[config.mk]
export PLATFORM = sky130hd
export DESIGN_NAME = oaram_encoder_flat
export DESIGN_NICKNAME = d
export VERILOG_FILES = /design/src/rtl/oaram_encoder_pkg.sv /design/src/rtl/oaram_encoder_if.sv /design/src/rtl/oaram_encoder_relu_quantize.sv /design/src/rtl/oaram_encoder.sv /design/src/flat_wrapper.sv
export SDC_FILE = /design/constraint.sdc
export NUM_CORES = 1
export LEC_CHECK = 0
export ABC_CLOCK_PERIOD_IN_PS = 4700
export CELL_PAD_IN_SITES_DETAIL_PLACEMENT = 1
export CELL_PAD_IN_SITES_GLOBAL_PLACEMENT = 1
export CORE_AREA = 3 3 98 100
export CTS_CLUSTER_SIZE = 28
export DETAILED_ROUTE_END_ITERATION = 7
export DIE_AREA = 0 0 101 103
export PLACE_DENSITY_LB_ADDON = 0.1
export SKIP_CTS_REPAIR_TIMING = 1
export SLEW_MARGIN = 10
export SYNTH_ARGS = -nofsm -noshare
export SYNTH_HDL_FRONTEND = slang
export SYNTH_SLANG_ARGS = --single-unit
[constraint.sdc]
create_clock -name clk -period 4.7 [get_ports clk]
set_input_delay 0.705 -clock clk [delete_from_list [all_inputs] [get_ports clk]]
set_output_delay 0.705 -clock clk [all_outputs]
set_load 0.02 [all_outputs]
[src/rtl/oaram_encoder_pkg.sv]
// ppu_pkg: definitions shared by the post-processing unit output path.
//   bw_e        - output precision select (8/4/2/1 bit)
//   enc_state_e - OARAM encoder FSM states
//   sat_max()   - largest representable unsigned value for a precision
package ppu_pkg;

  typedef enum logic [1:0] {
    BW8 = 2'd0,
    BW4 = 2'd1,
    BW2 = 2'd2,
    BW1 = 2'd3
  } bw_e;

  typedef enum logic [1:0] {
    S_IDLE  = 2'd0,
    S_READ  = 2'd1,
    S_FLUSH = 2'd2,
    S_DONE  = 2'd3
  } enc_state_e;

  function automatic logic [7:0] sat_max(input bw_e bw);
    case (bw)
      BW8:     return 8'hFF;
      BW4:     return 8'h0F;
      BW2:     return 8'h03;
      default: return 8'h01;
    endcase
  endfunction

endpackage

[src/rtl/oaram_encoder_if.sv]
// OARAM write port bundle.
//   oaram_value         - encoded activation
//   oaram_indices_value - zeros skipped before this value
//   oaram_address       - write address
//   oaram_write_enable  - write strobe
// master = encoder side, slave = RAM side.
interface oaram_encoder_if #(
  parameter int RAM_WIDTH   = 10,
  parameter int INDEX_WIDTH = 4
);
  logic [7:0]             oaram_value;
  logic [INDEX_WIDTH-1:0] oaram_indices_value;
  logic [RAM_WIDTH-1:0]   oaram_address;
  logic                   oaram_write_enable;

  modport master (
    output oaram_value, oaram_indices_value, oaram_address, oaram_write_enable
  );
  modport slave (
    input  oaram_value, oaram_indices_value, oaram_address, oaram_write_enable
  );
endinterface

[src/rtl/oaram_encoder_relu_quantize.sv]
// relu_quantize: combinational ReLU followed by unsigned saturation.
//   d_i  - signed 8b accumulated value
//   bw_i - output precision
//   q_o  - clamp(max(d_i,0), 0, 2^w-1)
module relu_quantize
  import ppu_pkg::*;
(
  input  logic [7:0] d_i,
  input  bw_e        bw_i,
  output logic [7:0] q_o
);
  logic [7:0] r;
  logic [7:0] m;

  always_comb begin
    r   = d_i[7] ? 8'd0 : d_i;
    m   = sat_max(bw_i);
    q_o = (r > m) ? m : r;
  end
endmodule

[src/rtl/oaram_encoder.sv]
// oaram_encoder: scans the accumulation buffer, applies ReLU + saturation
// and zero-run-length encodes the result into the OARAM.
//   clk, reset                 - clock, synchronous active-high reset
//   bitwidth, scan_count       - scan configuration, sampled at start
//   start                      - one-cycle launch pulse (ignored while busy)
//   buffer_bank_read/entry     - buffer read address (bank-interleaved)
//   buffer_data_read           - read data, one cycle after the address
//   wr                         - OARAM write port (interface, master side)
//   busy, done                 - scan in progress / completion pulse
//   oaram_entry_count          - writes made by the last scan
//   overflow                   - sticky OARAM capacity exceeded
// Banks and tile size are assumed to be powers of two.
module oaram_encoder
  import ppu_pkg::*;
#(
  parameter int BANK_COUNT  = 32,
  parameter int TILE_SIZE   = 128,
  parameter int RAM_WIDTH   = 10,
  parameter int INDEX_WIDTH = 4,
  localparam int BANK_W  = $clog2(BANK_COUNT),
  localparam int ENTRY_W = $clog2(TILE_SIZE),
  localparam int IDX_W   = $clog2(BANK_COUNT*TILE_SIZE),
  localparam int CNT_W   = IDX_W + 1
) (
  input  logic                 clk,
  input  logic                 reset,
  input  logic [1:0]           bitwidth,
  input  logic                 start,
  input  logic [CNT_W-1:0]     scan_count,
  output logic [BANK_W-1:0]    buffer_bank_read,
  output logic [ENTRY_W-1:0]   buffer_bank_entry,
  input  logic [7:0]           buffer_data_read,
  oaram_encoder_if.master      wr,
  output logic                 busy,
  output logic                 done,
  output logic [RAM_WIDTH:0]   oaram_entry_count,
  output logic                 overflow
);
  localparam logic [INDEX_WIDTH-1:0] MAX_RUN = '1;
  localparam logic [RAM_WIDTH:0]     CAP     = {1'b1, {RAM_WIDTH{1'b0}}};

  enc_state_e             state_q;
  bw_e                    bw_q;
  logic [IDX_W-1:0]       idx_q, last_q;
  logic                   done_q;

  logic                   d_vld_q;
  logic [INDEX_WIDTH-1:0] run_q;
  logic [RAM_WIDTH:0]     cnt_q;
  logic                   ovf_q, we_q;
  logic [7:0]             val_q;
  logic [INDEX_WIDTH-1:0] ridx_q;
  logic [RAM_WIDTH-1:0]   addr_q;

  logic [7:0]             q;
  logic                   start_acc, wr_due;

  // Linear index i maps to bank = i mod BANK_COUNT, entry = i / BANK_COUNT.
  assign buffer_bank_read  = idx_q[BANK_W-1:0];
  assign buffer_bank_entry = idx_q[BANK_W +: ENTRY_W];

  assign busy              = (state_q != S_IDLE);
  assign done              = done_q;
  assign oaram_entry_count = cnt_q;
  assign overflow          = ovf_q;

  assign wr.oaram_write_enable  = we_q;
  assign wr.oaram_value         = val_q;
  assign wr.oaram_indices_value = ridx_q;
  assign wr.oaram_address       = addr_q;

  assign start_acc = (state_q == S_IDLE) && start;

  relu_quantize u_rq (
    .d_i  (buffer_data_read),
    .bw_i (bw_q),
    .q_o  (q)
  );

  // A zero still produces a write once the run counter is saturated,
  // so the run field never needs more than INDEX_WIDTH bits.
  assign wr_due = d_vld_q && ((q != 8'd0) || (run_q == MAX_RUN));

  always_ff @(posedge clk) begin
    if (reset) begin
      state_q <= S_IDLE;
      bw_q    <= BW8;
      idx_q   <= '0;
      last_q  <= '0;
      done_q  <= 1'b0;
    end else begin
      done_q <= 1'b0;
      case (state_q)
        S_IDLE: if (start) begin
          bw_q   <= bw_e'(bitwidth);
          idx_q  <= '0;
          last_q <= IDX_W'(scan_count - 1'b1);
          if (scan_count == '0) begin
            state_q <= S_DONE;
            done_q  <= 1'b1;
          end else begin
            state_q <= S_READ;
          end
        end
        S_READ: begin
          if (idx_q == last_q) state_q <= S_FLUSH;
          else                 idx_q   <= idx_q + 1'b1;
        end
        // Final read data arrives here; the last write lands with done.
        S_FLUSH: begin
          state_q <= S_DONE;
          done_q  <= 1'b1;
        end
        default: state_q <= S_IDLE;
      endcase
    end
  end

  always_ff @(posedge clk) begin
    if (reset) begin
      d_vld_q <= 1'b0;
      run_q   <= '0;
      cnt_q   <= '0;
      ovf_q   <= 1'b0;
      we_q    <= 1'b0;
      val_q   <= '0;
      ridx_q  <= '0;
      addr_q  <= '0;
    end else begin
      d_vld_q <= (state_q == S_READ);
      we_q    <= 1'b0;
      if (start_acc) begin
        run_q <= '0;
        cnt_q <= '0;
        ovf_q <= 1'b0;
      end else if (d_vld_q) begin
        if (wr_due) begin
          run_q <= '0;
          // Full RAM: drop the write but keep scanning so done still fires.
          if (cnt_q == CAP) begin
            ovf_q <= 1'b1;
          end else begin
            we_q   <= 1'b1;
            val_q  <= q;
            ridx_q <= run_q;
            addr_q <= cnt_q[RAM_WIDTH-1:0];
            cnt_q  <= cnt_q + 1'b1;
          end
        end else begin
          run_q <= run_q + 1'b1;
        end
      end
    end
  end
endmodule
[src/flat_wrapper.sv]
// flat-port wrapper written by rule: the top's interface ports become plain ports
module oaram_encoder_flat import ppu_pkg::*;
#(
  parameter int BANK_COUNT  = 32,
  parameter int TILE_SIZE   = 128,
  parameter int RAM_WIDTH   = 10,
  parameter int INDEX_WIDTH = 4,
  localparam int BANK_W  = $clog2(BANK_COUNT),
  localparam int ENTRY_W = $clog2(TILE_SIZE),
  localparam int IDX_W   = $clog2(BANK_COUNT*TILE_SIZE),
  localparam int CNT_W   = IDX_W + 1
)
  (clk, reset, bitwidth, start, scan_count, buffer_bank_read, buffer_bank_entry, buffer_data_read, busy, done, oaram_entry_count, overflow, wr_oaram_value, wr_oaram_indices_value, wr_oaram_address, wr_oaram_write_enable);
  oaram_encoder_if #(.RAM_WIDTH(RAM_WIDTH), .INDEX_WIDTH(INDEX_WIDTH)) wr_i ();
  input  logic clk;
  input  logic reset;
  input  logic [1:0] bitwidth;
  input  logic start;
  input  logic [CNT_W-1:0] scan_count;
  output logic [BANK_W-1:0] buffer_bank_read;
  output logic [ENTRY_W-1:0] buffer_bank_entry;
  input  logic [7:0] buffer_data_read;
  output logic busy;
  output logic done;
  output logic [RAM_WIDTH:0] oaram_entry_count;
  output logic overflow;
  output wire logic [$bits(wr_i.oaram_value)-1:0] wr_oaram_value;
  output wire logic [$bits(wr_i.oaram_indices_value)-1:0] wr_oaram_indices_value;
  output wire logic [$bits(wr_i.oaram_address)-1:0] wr_oaram_address;
  output wire logic [$bits(wr_i.oaram_write_enable)-1:0] wr_oaram_write_enable;
  assign wr_oaram_value = wr_i.oaram_value;
  assign wr_oaram_indices_value = wr_i.oaram_indices_value;
  assign wr_oaram_address = wr_i.oaram_address;
  assign wr_oaram_write_enable = wr_i.oaram_write_enable;
  oaram_encoder #(.BANK_COUNT(BANK_COUNT), .TILE_SIZE(TILE_SIZE), .RAM_WIDTH(RAM_WIDTH), .INDEX_WIDTH(INDEX_WIDTH)) u_core (.clk(clk), .reset(reset), .bitwidth(bitwidth), .start(start), .scan_count(scan_count), .buffer_bank_read(buffer_bank_read), .buffer_bank_entry(buffer_bank_entry), .buffer_data_read(buffer_data_read), .wr(wr_i), .busy(busy), .done(done), .oaram_entry_count(oaram_entry_count), .overflow(overflow));
endmodule
# Word-level counts from Yosys, hierarchy flattened

Cells that the tools add are included.

Reduce and logical (&&, ||, !) cells: 17
Bitwise gates (word level): 4
Equality and inequality tests: 10
Muxes and demuxes: 15
$add $sub $neg: 4
Order comparisons: 1

Operators by type and width:

| kind                                                | number |
|---|---|
| 2-to-1 mux 12 bit                                   | 2 |
| one-hot mux 12 bit (2 select lines)                 | 1 |
| one-hot mux 8 bit (3 select lines)                  | 1 |
| logical NOT 13 bit                                  | 1 |
| adder 12 x 1 -> 12 bit (second input constant)      | 1 |
| == test 12 bit                                      | 1 |
| subtractor 12 x 1 -> 12 bit (second input constant) | 1 |
| adder 11 x 1 -> 11 bit (second input constant)      | 1 |
| == test 11 bit (second input constant)              | 1 |
| AND reduction 3 bit                                 | 3 |
| greater-than comparator 8 bit                       | 1 |
| 2-to-1 mux 8 bit                                    | 1 |
| nonzero test 8 bit                                  | 1 |
| 2-to-1 mux 7 bit                                    | 1 |
| 2-to-1 mux 2 bit                                    | 3 |
| one-hot mux 2 bit (3 select lines)                  | 1 |
| adder 4 x 1 -> 4 bit (second input constant)        | 1 |
| == test 2 x 1 -> 1 bit (second input constant)      | 2 |
| == test 2 bit (second input constant)               | 2 |
| == test 4 bit (second input constant)               | 1 |
| logical NOT 2 bit                                   | 2 |
| 2-to-1 mux 4 bit                                    | 1 |
| != test 2 bit (second input constant)               | 2 |
| inverter 1 bit                                      | 4 |
| 10 further kinds                                    | 15 |

Logic and storage cells: 64
Input port bits: 26
Register bits after elaboration: 69
Output and inout bits: 49

# Depth between registers and ports, before layout

Gate-level depths: netlist (run 1).

Word-level depth: 9
Mapped depth: 8
Depth with buffers taken out: 7

# Hierarchy

From an unflattened synthesis (run 1), not the netlist that was laid out.

Cells, all modules: 409
Area total of the unflattened synthesis: 3569.7 µm²

By module, submodules not included:

| module        | area an instance (µm²) | sequential area each (µm²) | times used | cells each |
|---|---|---|---|---|
| oaram_encoder | 3298.2                 | 1381.3                     | 1          | 370 |
| relu_quantize | 271.5                  | 0.0                        | 1          | 39 |

# Worst setup path after synthesis (run 1)

OpenSTA, ideal clock, no wires.

Path kind: in2reg
Start point: in buffer_data_read[5]
End point: reg u_core.cnt_q[9], in the netlist u_core.oaram_entry_count[9]
Arrival: 2.464 ns
Buffers on the path: 1
Data required time: 4.630 ns
Stages: 8
Setup time: 0.070 ns
Path slack: 2.166 ns
Cell sequence: nor2b_1 > ha_1 > o211ai_1 > o2111a_2 > o211a_4 > buf_6 > or4_1 > a21oi_1

Longest elaborated chain between the ends: 7

RTL lines:

| element                                | RTL line                          | source |
|---|---|---|
| start: declaration                     | flat_wrapper.sv:22                | `input logic [7:0] buffer_data_read;` |
| 2-to-1 mux 7 bit *                     | oaram_encoder_relu_quantize.sv:16 | `r = d_i[7] ? 8'd0 : d_i;` |
| greater-than comparator 8 bit          | oaram_encoder_relu_quantize.sv:18 | `q_o = (r > m) ? m : r;` |
| 2-to-1 mux 8 bit *                     | oaram_encoder_relu_quantize.sv:18 |  |
| nonzero test 8 bit *                   | oaram_encoder.sv:82               | `assign wr_due = d_vld_q && ((q != 8'd0) \|\| (run_q == MAX_RUN));` |
| logical OR 1 bit *                     | oaram_encoder.sv:82               |  |
| logical AND 1 bit *                    | oaram_encoder.sv:82               |  |
| AND reduction 3 bit (no source line) * | n/a                               |  |
| end signal: assignment                 | oaram_encoder.sv:147              | `cnt_q <= cnt_q + 1'b1;` |
| end: declaration                       | oaram_encoder.sv:49               | `logic [RAM_WIDTH:0] cnt_q;` |

Mark *: on every way between the ends. The rest lies on a longest branch, timed or not.
A chain may end at the register's enable or synchronous reset.

# Worst setup path in the final report (run 1)

Start point: in buffer_data_read[7]
End point: reg u_core.val_q[0], in the netlist u_core.wr.oaram_value[0]

Longest elaborated chain between the ends: 7

RTL lines:

| element                              | RTL line                          | source |
|---|---|---|
| 2-to-1 mux 7 bit *                   | oaram_encoder_relu_quantize.sv:16 |  |
| greater-than comparator 8 bit        | oaram_encoder_relu_quantize.sv:18 |  |
| 2-to-1 mux 8 bit *                   | oaram_encoder_relu_quantize.sv:18 |  |
| nonzero test 8 bit                   | oaram_encoder.sv:82               |  |
| logical OR 1 bit                     | oaram_encoder.sv:82               |  |
| logical AND 1 bit                    | oaram_encoder.sv:82               |  |
| AND reduction 4 bit (no source line) | n/a                               |  |
| end signal: assignment               | oaram_encoder.sv:144              | `val_q <= q;` |
| end: declaration                     | oaram_encoder.sv:51               | `logic [7:0] val_q;` |

Marked as above.

==> flow_summary.toml, run 1 <==
[outcome]
outcome = "finished, final reports clean"

[power]
powerDensity_nw_per_um2 = 395
leakage_nw = 1.70
vdd_drop_max_v = 0.000150
power_w = 0.00182
swShare_pct = 34.6
pwr-share-clk_pct = 32.3
p_sw_w = 0.000628
comb_power_share_pct = 29.3
internal_power_w = 0.00119
power_frac_seq_pct = 38.4

[job]
max_cap_violations = 0

[sta]
worst_pin_slew_ns = 0.871
whs_ns = 0.475
period_needed_ns = 2.98
finalHoldViolCount = 0
rsz0062_at_grt = "no"
max_freq_mhz = 336
finalCritPeriodShare_pct = 63.3
slew_violations = 0
slew_headroom_pct = 41.9
tns_ns = 0
skew_ns = 0.0152
setup_viol = 0

[floorplanning]
die-width_microns = 101
coreArea_sq_um = 8760
ios = 75
rows = 34
start_util_pct = 40.6
fp.dieH_microns = 103
die_area_sq_um = 10400

[finish]
diodes = 0
area_growth_pct = 29.2
fin_util_pct = 52.4
drive_above_1_share_pct = 5.10
fin_area_sq_um = 4600
nNetsFinal = 526
fillers = 1033

[clock_network]
clk_pin_slew_ns = 0.07
cts_max_level = 3
cts_num_sinks = 69
clk_latency_ns = 0.35
cts_inserted_buffers = 9
cts_buffer_depth = 2
clock-root-buffer = "clkbuf_8"
cts_tree = "built"

[logic_synthesis]
synth_area_leaders = "dfxtp_1 39%, a21oi_1 5.6%, ha_1 5.3%"
synth_top_area_cell = "dfxtp_1"
synth-seq-area-share_pct = 38.8
synth.avg_cell_area_sq_um = 8.45
ys_types = 49
ys_warn_count = 0
synth_async_sr_flop_share_pct = 0
synth.net_count = 462
syn_inst = 421
synth-edff-count = 0
syn-cell-area_sq_um = 3560
synth.most_common_cell = "dfxtp_1"
synth_commonest_cells = "69 x dfxtp_1, 40 x a21oi_1, 27 x nand2_1, 27 x nor2_1, 22 x nand3_1"
ys_ff_latch = 69
post-synth-top-area-fraction_pct = 38.8
ys.flop_type = "dfxtp_1"

[placed_design]
place_area_sq_um = 4360
place.gp.congestion = 0.825
hpwl_microns = 7290
port_buffers = 74

[worst_setup_path]
endpoint_kind = "flip-flop"
required_ns = 4.95
start_kind = "primary input"
reg2reg_depth = 7
critPathMaxFanout = 34
crit_arrival_ns = 3.23
crit_type = "in2reg"

[routing]
drc = 0
drt_iter0_drc = 89
first_pass_iters = 4
vias_per_cell = 5.66
via_count = 3386
wire_per_inst_microns = 17.1
routed_wirelength_microns = 10200
detail-route-antenna-nets = 0

[global_route]
grt_pass1_vias = 3416
antenna_found_initial = 0
grt_pass1_wl_microns = 16900
grt_usage_pct = 20.3
grt_max_degree = 45
overflow = 0

[min_path]
hold_path.class = "reg2reg"
hold_depth = 1
## worst paths after layout
path | startpoint | end | slack (ns)
max | buffer_data_read[7] | u_core.wr.oaram_value[0] | 1.72
min | u_core.wr.oaram_value[7] | u_core.wr.oaram_value[7] | 0.47
max reg2reg | u_core.bw_q[1] | u_core.oaram_entry_count[9] | 2.11
min reg2reg | u_core.wr.oaram_value[7] | u_core.wr.oaram_value[7] | 0.47
## kinds of logic (layout without fill, tap and decap cells)
logic type / Yosys count / after routing / synth area share (%)
mux: 8 / 8 / 2.25
compound gates: 112 / 112 / 20.3
simple gates: 156 / 156 / 23.3
buf+inv: 38 / 107 / 4.36
fa+ha+maj: 15 / 15 / 5.28
flops: 69 / 69 / 38.8
xor+xnor: 23 / 23 / 5.66
## cell usage in the layout, fill, tap and decap left out, drive strengths merged, types with 13 or more instances in the layout
cell and n:
dfxtp 69, ha 15, o21ai 21, xor2 18
a21oi 40, clkdlybuf4s50 74, nand3 22, nand2b 15
nand4 13, nand2 27, inv 13, a211oi 14
nor2 27
## metrics by stage
| stage | instances | setup WS, ns |
|---|---|---|
| after floorplan | 421 | 2.17 |
| after global placement | 582 | 1.48 |
| after detailed placement | 582 | 1.37 |
| after CTS | 598 | 1.74 |
| after global routing | 598 | 1.57 |
| final | 598 | 1.72 |
## power by group through the flow
stage	logic (W)	clock network [W]	registers, W
after floorplan	0.000365	0	0.000701
after global placement	0.000509	0	0.000710
after detailed placement	0.000530	0	0.000712
after CTS	0.000534	0.000602	0.000698
after global routing	0.000595	0.000621	0.000708
final	0.000532	0.000587	0.000698
## registers in the layout, summed over array words and instances, names as in the netlist
name,count
u_core.oaram_entry_count,11
u_core.run_q,4
u_core.bw_q,2
u_core.wr.oaram_address,10
u_core.d_vld_q,1
u_core.state_q,2
u_core.wr.oaram_write_enable,1
u_core.last_q,12
u_core.done,1
u_core.wr.oaram_value,8
u_core.wr.oaram_indices_value,4
u_core.idx_q,12
u_core.overflow,1
## routing by layer
layer  part of all wire, %  up-vias  track usage (%)
met5                     0        -                0
met2                    50       61             35.7
met4                   1.3        0             6.44
li1                      -     1669                -
met1                    46     1643             25.6
met3                   2.9       13             2.91
## area by class of cell
type / instances / area, sq um / share of cell area [%]
multi-input cells: 314 / 2020 / 44.0
flip-flops and latches: 69 / 1380 / 30.1
repair buffers: 78 / 771 / 16.8
well taps: 108 / 135 / 2.94
clock buffers: 10 / 128 / 2.78
clock inverters: 6 / 111 / 2.42
inverters: 13 / 48.8 / 1.06
## worst max-delay path: stages
cell	delay (ns)
clkdlybuf4s50_1	0.62
nor2b_1	0.09
ha_1	0.30
a211oi_1	0.32
o2111a_2	0.29
o211a_4	0.40
nor2_1	0.17
a311oi_1	0.32
Note: power is estimated with default switching activity, not from simulation.
==> inputs of run 2 (changes only) <==
ABC_CLOCK_PERIOD_IN_PS = 2600   (was 4700)
CORE_AREA = 3 3 107 109   (was 3 3 98 100)
DIE_AREA = 0 0 110 112   (was 0 0 101 103)
clock period = 2.6 ns   (was 4.7 ns; I/O delays follow)
==> run 2 against run 1 <==
Cell count is 9.5% higher. Sequential share of layout area is 1.4 points lower. Sequential power is 78% higher. Design area is 4.8% higher. Critical endpoint is now u_core.oaram_entry_count[7]. Largest power group unchanged.
==> flow_summary.toml, run 2 (synthesis results as in run 1) <==
[power]
powerDensity_nw_per_um2 = 681
leakage_nw = 1.84
vdd_drop_max_v = 0.000329

[finish]
stdcell_count = 655
regArea_sq_um = 1380
diodes = 0
drive_above_1_share_pct = 9.90
nNetsFinal = 551
fillers = 1283
final_common_cell = "clkdlybuf4s50_1"
multi_input_area_sq_um = 2030
final_cell_mix = "73 x clkdlybuf4s50_1, 69 x dfxtp_1, 40 x a21oi_1"
area_growth_pct = 35.4

[global_route]
antenna_found_initial = 0
grt_pass1_wl_microns = 17700
overflow = 0
grt_usage_pct = 18.1
grt_max_degree = 27
grt_pass1_vias = 3622

[placed_design]
dp_cells = 639
place.gp.congestion = 0.792
port_buffers = 74
dpl_worst_slack_ns = -0.283
hpwl_microns = 7950

[sta]
finalHoldViolCount = 0
finalCritPeriodShare_pct = 94.1
slew_violations = 0
rsz0062_at_grt = "no"
max_freq_mhz = 409
fin_ws_ns = 0.154
setup_viol = 0
slew_headroom_pct = 43.8
period_needed_ns = 2.45
skew_ns = 0.0123
worst_pin_slew_ns = 0.844

[worst_setup_path]
critPathMaxStageDelay_ns = 0.49
path_cells = "or2_2 > ha_1 > o211ai_1 > o2111a_2 > o211a_4 > or4_1 > a21oi_1"
crit_arrival_ns = 2.73
required_ns = 2.88
start_kind = "flip-flop"
crit_family = "compound AO/OA/AOI/OAI gates"
path_buf_inv = 0
endpoint_kind = "flip-flop"
crit_type = "reg2reg"
critPathMaxFanout = 15
slowest_stage = "or4_1"

[clock_network]
cts_inserted_buffers = 9
cts_tree = "built"
cts_buffer_depth = 2
cts_num_sinks = 69
clk_pin_slew_ns = 0.08
clock-root-buffer = "clkbuf_8"
cts_max_level = 3
clk_latency_ns = 0.35

[routing]
detail-route-antenna-nets = 0
first_pass_iters = 4
routed_wirelength_microns = 10500
vias_per_cell = 5.24
drc = 0
drt_iter0_drc = 140
via_count = 3435
wire_per_inst_microns = 16.0

[floorplanning]
start_util_pct = 33.3
coreArea_sq_um = 10700
die-width_microns = 110
ios = 75
die_area_sq_um = 12300
rows = 38
fp.dieH_microns = 112

[job]
max_cap_violations = 0

[outcome]
outcome = "finished, final reports clean"

[min_path]
hold_path.class = "reg2reg"
[run 2: area by class of cell]
type | instances | share of cell area (%)
well taps | 140 | 3.64
repair buffers | 103 | 19.9
inverters | 13 | 1.01
clock inverters | 4 | 1.45
clock buffers | 12 | 3.22
flip-flops and latches | 69 | 28.7
multi-input cells | 314 | 42.1
[run 2: path summary, 6_finish.rpt]
| path | start | cells after the start | to | slack, ns |
|---|---|---|---|---|
| worst min-delay path | u_core.wr.oaram_indices_value[1] | 2 | u_core.wr.oaram_indices_value[1] | 0.48 |
| worst min register to register | u_core.wr.oaram_indices_value[1] | 2 | u_core.wr.oaram_indices_value[1] | 0.48 |
| worst max-delay path | u_core.bw_q[0] | 7 | u_core.oaram_entry_count[7] | 0.15 |
| worst max register to register | u_core.bw_q[0] | 7 | u_core.oaram_entry_count[7] | 0.15 |
[run 2: tightest hold or removal path: cells and delay by family (launching register included)]
kind            cells  cell delay (ns)
flops               1             0.31
compound gates      2             0.12
[run 2: where the power goes]
group | leakage (nW) | internal (W) | total [W] | switching, W
sequential | 0.560 | 0.00116 | 0.00124 | 0.0000840
clock | 0.116 | 0.000590 | 0.000996 | 0.000406
combinational | 1.16 | 0.000408 | 0.00104 | 0.000634
[run 2: routing by layer]
metal	global-route usage, %	up-vias	share of wire (%)
met3	4.29	11	3.2
met1	23.4	1640	45
met2	30.2	62	50
li1	-	1722	-
met5	0	-	0
met4	4.16	0	1.2
[run 2: metrics by stage]
| step | utilization [%] | instance area [sq um] | hold slack, ns | TNS [ns] | power, W |
|---|---|---|---|---|---|
| after detailed placement | 42.9 | 4580 | 0.460 | -8.05 | 0.00231 |
| after floorplan | - | 3560 | 0.440 | 0 | 0.00193 |
| final | 45.0 | 4820 | 0.476 | 0 | 0.00328 |
| after global routing | 45.0 | 4820 | 0.493 | 0 | 0.00349 |
| after global placement | 42.9 | 4580 | 0.455 | -3.06 | 0.00228 |
| after CTS | 45.0 | 4810 | 0.481 | 0 | 0.00332 |
